===== config.mk =====
export PLATFORM = sky130hd
export DESIGN_NAME = lifo_drain
export DESIGN_NICKNAME = d
export VERILOG_FILES = /design/src/rtl/lifo_pkg.sv /design/src/rtl/lifo_drain.sv
export SDC_FILE = /design/constraint.sdc
export NUM_CORES = 1
export LEC_CHECK = 0
export CORE_AREA = 5 5 56 58
export CTS_CLUSTER_DIAMETER = 80
export DETAILED_ROUTE_END_ITERATION = 16
export DIE_AREA = 0 0 61 63
export GPL_TIMING_DRIVEN = 0
export HOLD_SLACK_MARGIN = 0.06
export PLACE_DENSITY_LB_ADDON = 0.05
export REMOVE_ABC_BUFFERS = 1
export SLEW_MARGIN = 15
export SYNTH_ARGS = -nofsm -noshare
export SYNTH_HDL_FRONTEND = slang
export SYNTH_SLANG_ARGS = --single-unit

===== constraint.sdc =====
create_clock -name clk -period 1.8 [get_ports clk]
set_input_delay 0.27 -clock clk [delete_from_list [all_inputs] [get_ports clk]]
set_output_delay 0.27 -clock clk [all_outputs]
set_load 0.01 [all_outputs]

===== src/rtl/lifo_pkg.sv =====
// lifo_pkg: shared data width and drain FSM state encoding for the LIFO read side.
package lifo_pkg;
  localparam int DATA_WIDTH = 8;
  typedef enum logic [2:0] {
    IDLE = 3'd0,
    POP  = 3'd1,
    WAIT = 3'd2,
    HOLD = 3'd3,
    DONE = 3'd4
  } state_t;
endpackage


===== src/rtl/lifo_drain.sv =====
// lifo_drain: pops up to count words from the LIFO and streams them out on valid/ready.
module lifo_drain
  import lifo_pkg::*;
#(
  parameter int WIDTH   = DATA_WIDTH,
  parameter int COUNT_W = 5
) (
  input  logic               clk,
  input  logic               rst,
  input  logic               start,
  input  logic [COUNT_W-1:0] count,
  output logic               busy,
  output logic               done,
  output logic               underflow,
  output logic [COUNT_W-1:0] popped,
  output logic               lifo_rd_en,
  input  logic [WIDTH-1:0]   lifo_rd_data,
  input  logic               lifo_empty,
  input  logic               lifo_error,
  output logic [WIDTH-1:0]   m_data,
  output logic               m_valid,
  input  logic               m_ready
);
  state_t             state_q, state_d;
  logic [COUNT_W-1:0] remaining_q, remaining_d;
  logic [COUNT_W-1:0] popped_q, popped_d;
  logic               underflow_q, underflow_d;
  logic [WIDTH-1:0]   m_data_q, m_data_d;
  always_comb begin
    state_d     = state_q;
    remaining_d = remaining_q;
    popped_d    = popped_q;
    underflow_d = underflow_q;
    m_data_d    = m_data_q;
    case (state_q)
      IDLE: if (start) begin
        state_d     = (count == '0) ? DONE : POP;
        remaining_d = count;
        popped_d    = '0;
        underflow_d = 1'b0;
      end
      POP: begin
        state_d     = lifo_empty ? DONE : WAIT;
        underflow_d = underflow_q | lifo_empty;
      end
      WAIT: if (lifo_error) begin
        state_d     = DONE;
        underflow_d = 1'b1;
      end else begin
        state_d     = HOLD;
        m_data_d    = lifo_rd_data;
        remaining_d = remaining_q - 1'b1;
      end
      HOLD: if (m_ready) begin
        state_d  = (remaining_q != '0) ? POP : DONE;
        popped_d = popped_q + 1'b1;
      end
      DONE:    state_d = IDLE;
      default: state_d = IDLE;
    endcase
  end
  always_ff @(posedge clk) begin
    if (rst) begin
      state_q     <= IDLE;
      remaining_q <= '0;
      popped_q    <= '0;
      underflow_q <= 1'b0;
      m_data_q    <= '0;
    end else begin
      state_q     <= state_d;
      remaining_q <= remaining_d;
      popped_q    <= popped_d;
      underflow_q <= underflow_d;
      m_data_q    <= m_data_d;
    end
  end
  // Pop strobe is gated by empty so an exhausted stack is never read.
  assign lifo_rd_en = (state_q == POP) && !lifo_empty;
  assign busy       = state_q != IDLE;
  assign done       = state_q == DONE;
  assign m_valid    = state_q == HOLD;
  assign m_data     = m_data_q;
  assign popped     = popped_q;
  assign underflow  = underflow_q;
endmodule


==> key figures, run 1 <==
Outcome
  – Outcome: completed

Drt
  – Detailed Route WL: ~2700 µm
  – DR DRC count: 0
  – DR WL/cell: between 10 and 15 µm
  – Post-DRT Antenna Nets: 0
  – Iter 0 DRT Violations: 46
  – Vias per cell: between 5 and 6
  – Vias: ~1100
  – Pre-Repair DR Iteration Count: 4

Die
  – CORE AREA: about 2600 µm²
  – Initial Utilization: between 40 and 50%
  – Die Y: 63 µm
  – Die Wd: ~60 µm
  – Core Rows: 19
  – Die Footprint: a little under 4000 µm²
  – I/O pin cnt: 37

Synth
  – Top post-synthesis cells by area: dfxtp_1 (41%), a21oi_1 (10%), nand2_1 (8.5%), nor2_1 (5.6%), or3b_1 (2.5%)
  – Warnings, synthesis: 0
  – Post-synth cell types: 32
  – Synth Flop Type: dfxtp_1
  – Post-synthesis sequential area ratio: 41.36%
  – Synth area leader: dfxtp_1
  – Average cell area after synthesis: a little under 8 µm²
  – Most frequent cell after synthesis: nand2_1
  – Post-synthesis cell area: between 1000 and 1500 µm²
  – Number of synthesized flops with an enable pin: 0
  – Mapped Cells: roughly 140
  – FF+latch count, synth: 22
  – Commonest cells in the netlist: nand2_1 (24), a21oi_1 (22), dfxtp_1 (22), nor2_1 (16)
  – Post-synth top area share: approximately two fifths
  – Ys async rst share: 0%

Clocking
  – # H-tree levels: 1
  – Root buffer cell: clkbuf_4
  – CTS tree: built
  – Clk Latency, worst-skew pair: about 0.3 ns
  – Clock buffer depth: 2
  – Cts bufs inserted: 3
  – Clock Pin Slew Worst Setup and Hold Paths: ~0.13 ns
  – Cts hold-fix bufs: 0
  – CTS Sinks: 22

Power
  – Pleak: 0.0005607 µW
  – Worst VDD drop: approximately 0.5 mV
  – Pwr Density: approximately 630 nW/µm²

Placed design
  – Cells after DPL: approximately 200
  – Gp weighted congestion: just over 0.7
  – DP Area: around 1400 µm²
  – Buffers on Ports: 36
  – HPWL Detailed: 1930 µm

Global routing
  – Vias in the first global route: about 970
  – Largest net degree at the start of global routing: 21
  – Initial antenna violation count: 0
  – Overflow after GRT: 0
  – GRT Overall Usage: ~14%
  – First-pass GRT wire length: about 4200 µm

Worst hold path
  – Hold Path End: m_data[2]$_SDFFE_PP0P_
  – Hold Path Class: reg -> reg
  – Hold path depth: 2
  – Hold Startpoint: m_data[2]$_SDFFE_PP0P_

Finish
  – Finished Core Util: approximately three fifths
  – FILL cells: ~260
  – Layout cells sized above 1: under 10%
  – Synthesis-to-finish area growth: 44.07%
  – Final instance area: 1534 µm²
  – Fin cells: slightly above 200
  – Antenna Cells: 0
  – Nets: about 200

Job
  – Max-cap violations: 0

Setup path
  – CP endpoint kind: flop
  – RR Endpoint: remaining_q[2]$_SDFFE_PP0P_
  – CP Launch Type: flop
  – Critical path class: reg -> reg
  – Crit path DAT: around 2.0 ns
  – Slowest CP cell: or3b_1
  – Worst Reg2Reg Path Length in Cells: 4
  – Top cell by count, worst path: or3b_1
  – Crit path max fanout: 12
  – Critical path cell sequence: or3b_1, or3b_1, a21o_1, a21oi_1
  – CP peak stage delay: 0.53 ns
  – CP required: about 2 ns
  – R2r startpoint: state_q[0]$_SDFFE_PP0P_
  – R2R Setup Slk: 0.06 ns

STA
  – Fin Hold WS: 0.4634 ns
  – Final worst-path cycle share: 96.65%
  – Worst Max-Slew Pin Slew: between 0.7 and 0.8 ns
  – Fin. Hold Viols: 0
  – Slew headroom: roughly 51%
  – Fmax: 0.5748 GHz
  – Post-route minimum period: roughly 1.7 ns
  – Skew final: roughly 0.0095 ns
  – Count of pins over their slew limit: 0
  – Final setup viols: 0
[cell type report]
type	instances	area, µm²	share of cell area, %
Multi-Input combinational cell	107	621.8	40.54
Sequential cell	22	451.7	29.45
Timing Repair Buffer	38	374.1	24.39
Tap cell	31	38.79	2.529
Clock buffer	4	36.28	2.365
Inverter	3	11.26	0.7341
[repair_timing]
item / in CTS / in global routing
resized for setup: 11 / 6
setup buffers: 2 / 0
setup endpoints to repair: 17 / 13
[stage by stage]
step | total power (µW) | TNS (ns) | setup slack, ns
4_1_cts | 978.8 | 0 | 0.01837
3_5_place_dp | 709.5 | -3.272 | -0.2399
3_3_place_gp | 705.7 | -2.759 | -0.2255
6_report | 974.0 | 0 | 0.06025
5_1_grt | 1024 | -0.01270 | -0.01046
2_1_floorplan | 617.9 | 0 | 0.07585
[sequential cells by signal, indices dropped and copies added, names as in the netlist]
name         count
m_data           8
remaining_q      5
state_q          3
popped           5
underflow        1
[worst max-delay path, delay by kind of cell (launching register included)]
| kind | cells | cell delay (ns) |
|---|---|---|
| AND/OR/NAND/NOR | 2 | 0.94 |
| flip-flops | 1 | 0.41 |
| AO/OA/AOI/OAI | 2 | 0.30 |
[power breakdown]
part | total (µW) | internal (µW) | switching (µW)
clock | 269 | 123 | 145
combinational | 182 | 97.0 | 84.5
sequential | 524 | 503 | 21.2
[layer usage]
metal	routed length (µm)	share of wire, %	up-vias	global-route usage [%]
met3	210	7.9	2	4.132
li1	-	-	555	-
met4	20	0.75	0	4.878
met2	1235	46	26	20.99
met5	0	0	-	0
met1	1195	45	483	18.55
[cell families (layout without fill, tap and decap cells)]
| family | after synthesis | after routing | synth area share, % |
|---|---|---|---|
| AO/OA/AOI/OAI | 36 | 36 | 19.39 |
| XOR/XNOR | 3 | 3 | 2.468 |
| adder cells (fa/ha/maj) | 2 | 2 | 2.350 |
| AND/OR/NAND/NOR | 66 | 66 | 31.02 |
| buffers and inverters | 9 | 45 | 3.407 |
| flip-flops | 22 | 22 | 41.36 |
[worst max path at each step]
stage / depth (start not counted) / start / to
floorplan: 4 / state_q[1]$_SDFFE_PP0P_ / remaining_q[2]$_SDFFE_PP0P_
global placement: 5 / start / popped[1]$_SDFFE_PP0P_
detailed placement: 5 / start / popped[1]$_SDFFE_PP0P_
CTS: 2 / state_q[2]$_SDFFE_PP0P_ / done
global route: 3 / state_q[1]$_SDFFE_PP0P_ / lifo_rd_en
finish: 4 / state_q[0]$_SDFFE_PP0P_ / remaining_q[2]$_SDFFE_PP0P_
[layout by cell type (no fill, tap or decap), types with 2 or more instances in the layout]
cell type,count
nand3_1,3
nor2b_1,2
nand2_1,24
or3b_1,3
dlygate4sd2_1,3
clkdlybuf4s50_1,32
inv_1,3
xnor2_1,3
a21o_1,3
nor2_1,13
or3_1,2
ha_1,2
nor2_2,3
a21oi_1,22
dfxtp_1,19
clkbuf_4,3
nand4b_1,2
nor3_1,4
dfxtp_4,3
nand3b_1,2
o21ai_0,4
buf_4,2
Power figures use the tool's default switching activity.
==> inputs of run 2 (changes only) <==
REMOVE_ABC_BUFFERS = default   (was 1)
clock period = 2 ns   (was 1.8 ns; I/O delays follow)
==> run 2 against run 1 <==
Net effect: sequential power shrank 11%; first-iteration DRC count shrank 13%; largest cell class unchanged; highest routed layer unchanged; sequential cell count is the same; final area shrank 2.2%; setup slack improved by 0.10 ns; critical path depth fell by 1; global-route usage is 1.2 points higher; die area is the same; non-clock buffer count up 4; sequential share of layout area is 0.088 points lower; combinational power is 7% lower; worst hold slack better by 0.0020 ns.
==> key figures, run 2 (synthesized netlist as in run 1, its figures left out) <==
Drt
  – WL met1: about 1300 µm
  – DR WL/cell: about 14 µm
  – Vias per cell: between 5 and 6
  – Met2 Routed Length: ~1400 µm
  – Post-DRT Antenna Nets: 0
  – Highest metal used: met4
  – Met3 wire len: roughly 190 µm
  – Vias: 1101
  – Iter 0 DRT Violations: 40
  – DR DRC count: 0
  – Pre-Repair DR Iteration Count: 4
  – Detailed Route WL: 2837 µm

STA
  – Final setup viols: 0
  – RSZ-0062 raised after global routing: false
  – Count of pins over their slew limit: 0
  – Post-route minimum period: roughly 1.8 ns
  – Fin. Hold Viols: 0
  – Final worst-path cycle share: 91.78%
  – Worst Max-Slew Pin Slew: 0.6233 ns
  – Slew headroom: between 50 and 60%
  – Fmax: 0.5448 GHz
  – Skew final: 0.002795 ns

Global routing
  – Largest net degree at the start of global routing: 12
  – Vias in the first global route: around 1100
  – First-pass GRT wire length: 4629 µm
  – GRT Overall Usage: around 15%
  – Initial antenna violation count: 0
  – Overflow after GRT: 0

Clocking
  – Clk Latency, worst-skew pair: 0.29 ns
  – CTS Sinks: 22
  – Cts bufs inserted: 3
  – Root buffer cell: clkbuf_4
  – Cts hold-fix bufs: 0
  – Clock buffer depth: 2
  – # H-tree levels: 1
  – Clock Pin Slew Worst Setup and Hold Paths: around 0.12 ns
  – CTS tree: built
  – Post-CTS setup buffer count: 0

Power
  – Worst VDD drop: about 0.44 mV
  – Pleak: 0.0005624 µW
  – Pwr Total: ~830 µW
  – Pwr Density: approximately 550 nW/µm²

Worst hold path
  – Hold Path Class: reg -> reg

Die
  – Core Rows: 19
  – CORE AREA: approximately 2600 µm²
  – Die Wd: just over 60 µm
  – I/O pin cnt: 37
  – Initial Utilization: roughly 40%
  – Die Footprint: about 3800 µm²
  – Die Y: ~63 µm

Placed design
  – DP Area: about 1500 µm²
  – Gp weighted congestion: a little over 0.8
  – Buffers on Ports: 36
  – HPWL Detailed: between 2000 and 2500 µm

Setup path
  – Crit path max fanout: 10
  – CP Launch Type: flop
  – CP required: between 1.5 and 2 ns
  – Crit path DAT: about 1.5 ns
  – Critical path class: reg -> out
  – CP endpoint kind: primary output

Finish
  – Antenna Cells: 0
  – Commonest non-fill, non-tap cells in the layout: clkdlybuf4s50_1 (32), nand2_1 (24), a21oi_1 (22), dfxtp_1 (22), nor2_1 (15)
  – Nets: 200
  – Max reg flops: 8
  – FILL cells: 260
  – Synthesis-to-finish area growth: 40.89%
  – Commonest non-fill, non-tap cell in the layout: clkdlybuf4s50_1
  – Finished Core Util: between 50 and 60%
  – Storage element area: roughly 440 µm²
  – Final instance area: approximately 1500 µm²
  – Multi-input gate area: 596.8 µm²
  – Layout cells sized above 1: about 5.6%

Job
  – Max-cap violations: 0

Synth
  – Syn Nets: approximately 160

Outcome
  – Outcome: completed
==> run 2: changes by cell type in the layout (fill, tap and decap cells not counted), sizes merged <==
| cell | before | now |
|---|---|---|
| clkbuf | 4 | 6 |
| buf | 2 | 3 |
| dlygate4sd2 | 3 | 2 |
| dlymetal6s2s | 1 | 2 |
==> run 2: layout make-up <==
class	count	area share [%]
buffer	6	1.835
clock buffer	3	1.501
inverter	3	0.7506
multi-input combinational	107	39.78
sequential	22	29.36
tap	31	2.585
timing repair buffer	36	24.19
==> run 2: metrics by stage <==
step	setup WS (ns)	TNS, ns	hold slack (ns)	cells
global route	0.04246	0	0.4932	208
finish	0.1645	0	0.4653	208
floorplan	0.3927	0	0.4360	138
global placement	-0.06021	-0.2327	0.4413	205
detailed placement	-0.07627	-0.2899	0.4498	205
CTS	0.007719	0	0.4695	208
==> run 2: power by group <==
part / total, µW / switching (µW) / internal (µW) / leakage, µW
Clock: 198 / 128 / 70.0 / 0.0000138
Combinational: 169 / 83.4 / 85.6 / 0.000370
Sequential: 465 / 11.4 / 454 / 0.000179
Total: 832 / 223 / 609 / 0.000562
==> run 2: worst max-delay path, cell delays in order (launching register included) <==
cell and delay, ns:
dfxtp_1 0.40, buf_2 0.21, nor4b_2 0.32, dlygate4sd2_1 0.31
==> run 2: routing by layer <==
| metal | vias up | GRT usage (%) |
|---|---|---|
| met5 | - | 0 |
| met4 | 0 | 4.065 |
| met3 | 2 | 3.306 |
| met2 | 24 | 26.07 |
| met1 | 512 | 18.38 |
| li1 | 563 | - |
==> run 2: what timing repair did <==
| action | in CTS | in global routing |
|---|---|---|
| hold endpoints to repair | 0 | 0 |
| setup endpoints to repair | 3 | 2 |
| gates resized for setup | 6 | 3 |
==> run 2: path summary, 6_finish.rpt <==
kind / start / end / slack [ns] / cells past startpoint
worst min-delay path: m_data[5]$_SDFFE_PP0P_ / m_data[5]$_SDFFE_PP0P_ / 0.47 / 2
worst max-delay path: state_q[1]$_SDFFE_PP0P_ / lifo_rd_en / 0.16 / 3
worst min register to register: m_data[5]$_SDFFE_PP0P_ / m_data[5]$_SDFFE_PP0P_ / 0.47 / 2
worst max register to register: state_q[1]$_SDFFE_PP0P_ / m_data[7]$_SDFFE_PP0P_ / 0.20 / 5
==> inputs of run 3 (changes only) <==
HOLD_SLACK_MARGIN = default   (was 0.06)
==> results of run 3 <==
Same layout as run 2: the final DEF is identical, and so are final timing and power.
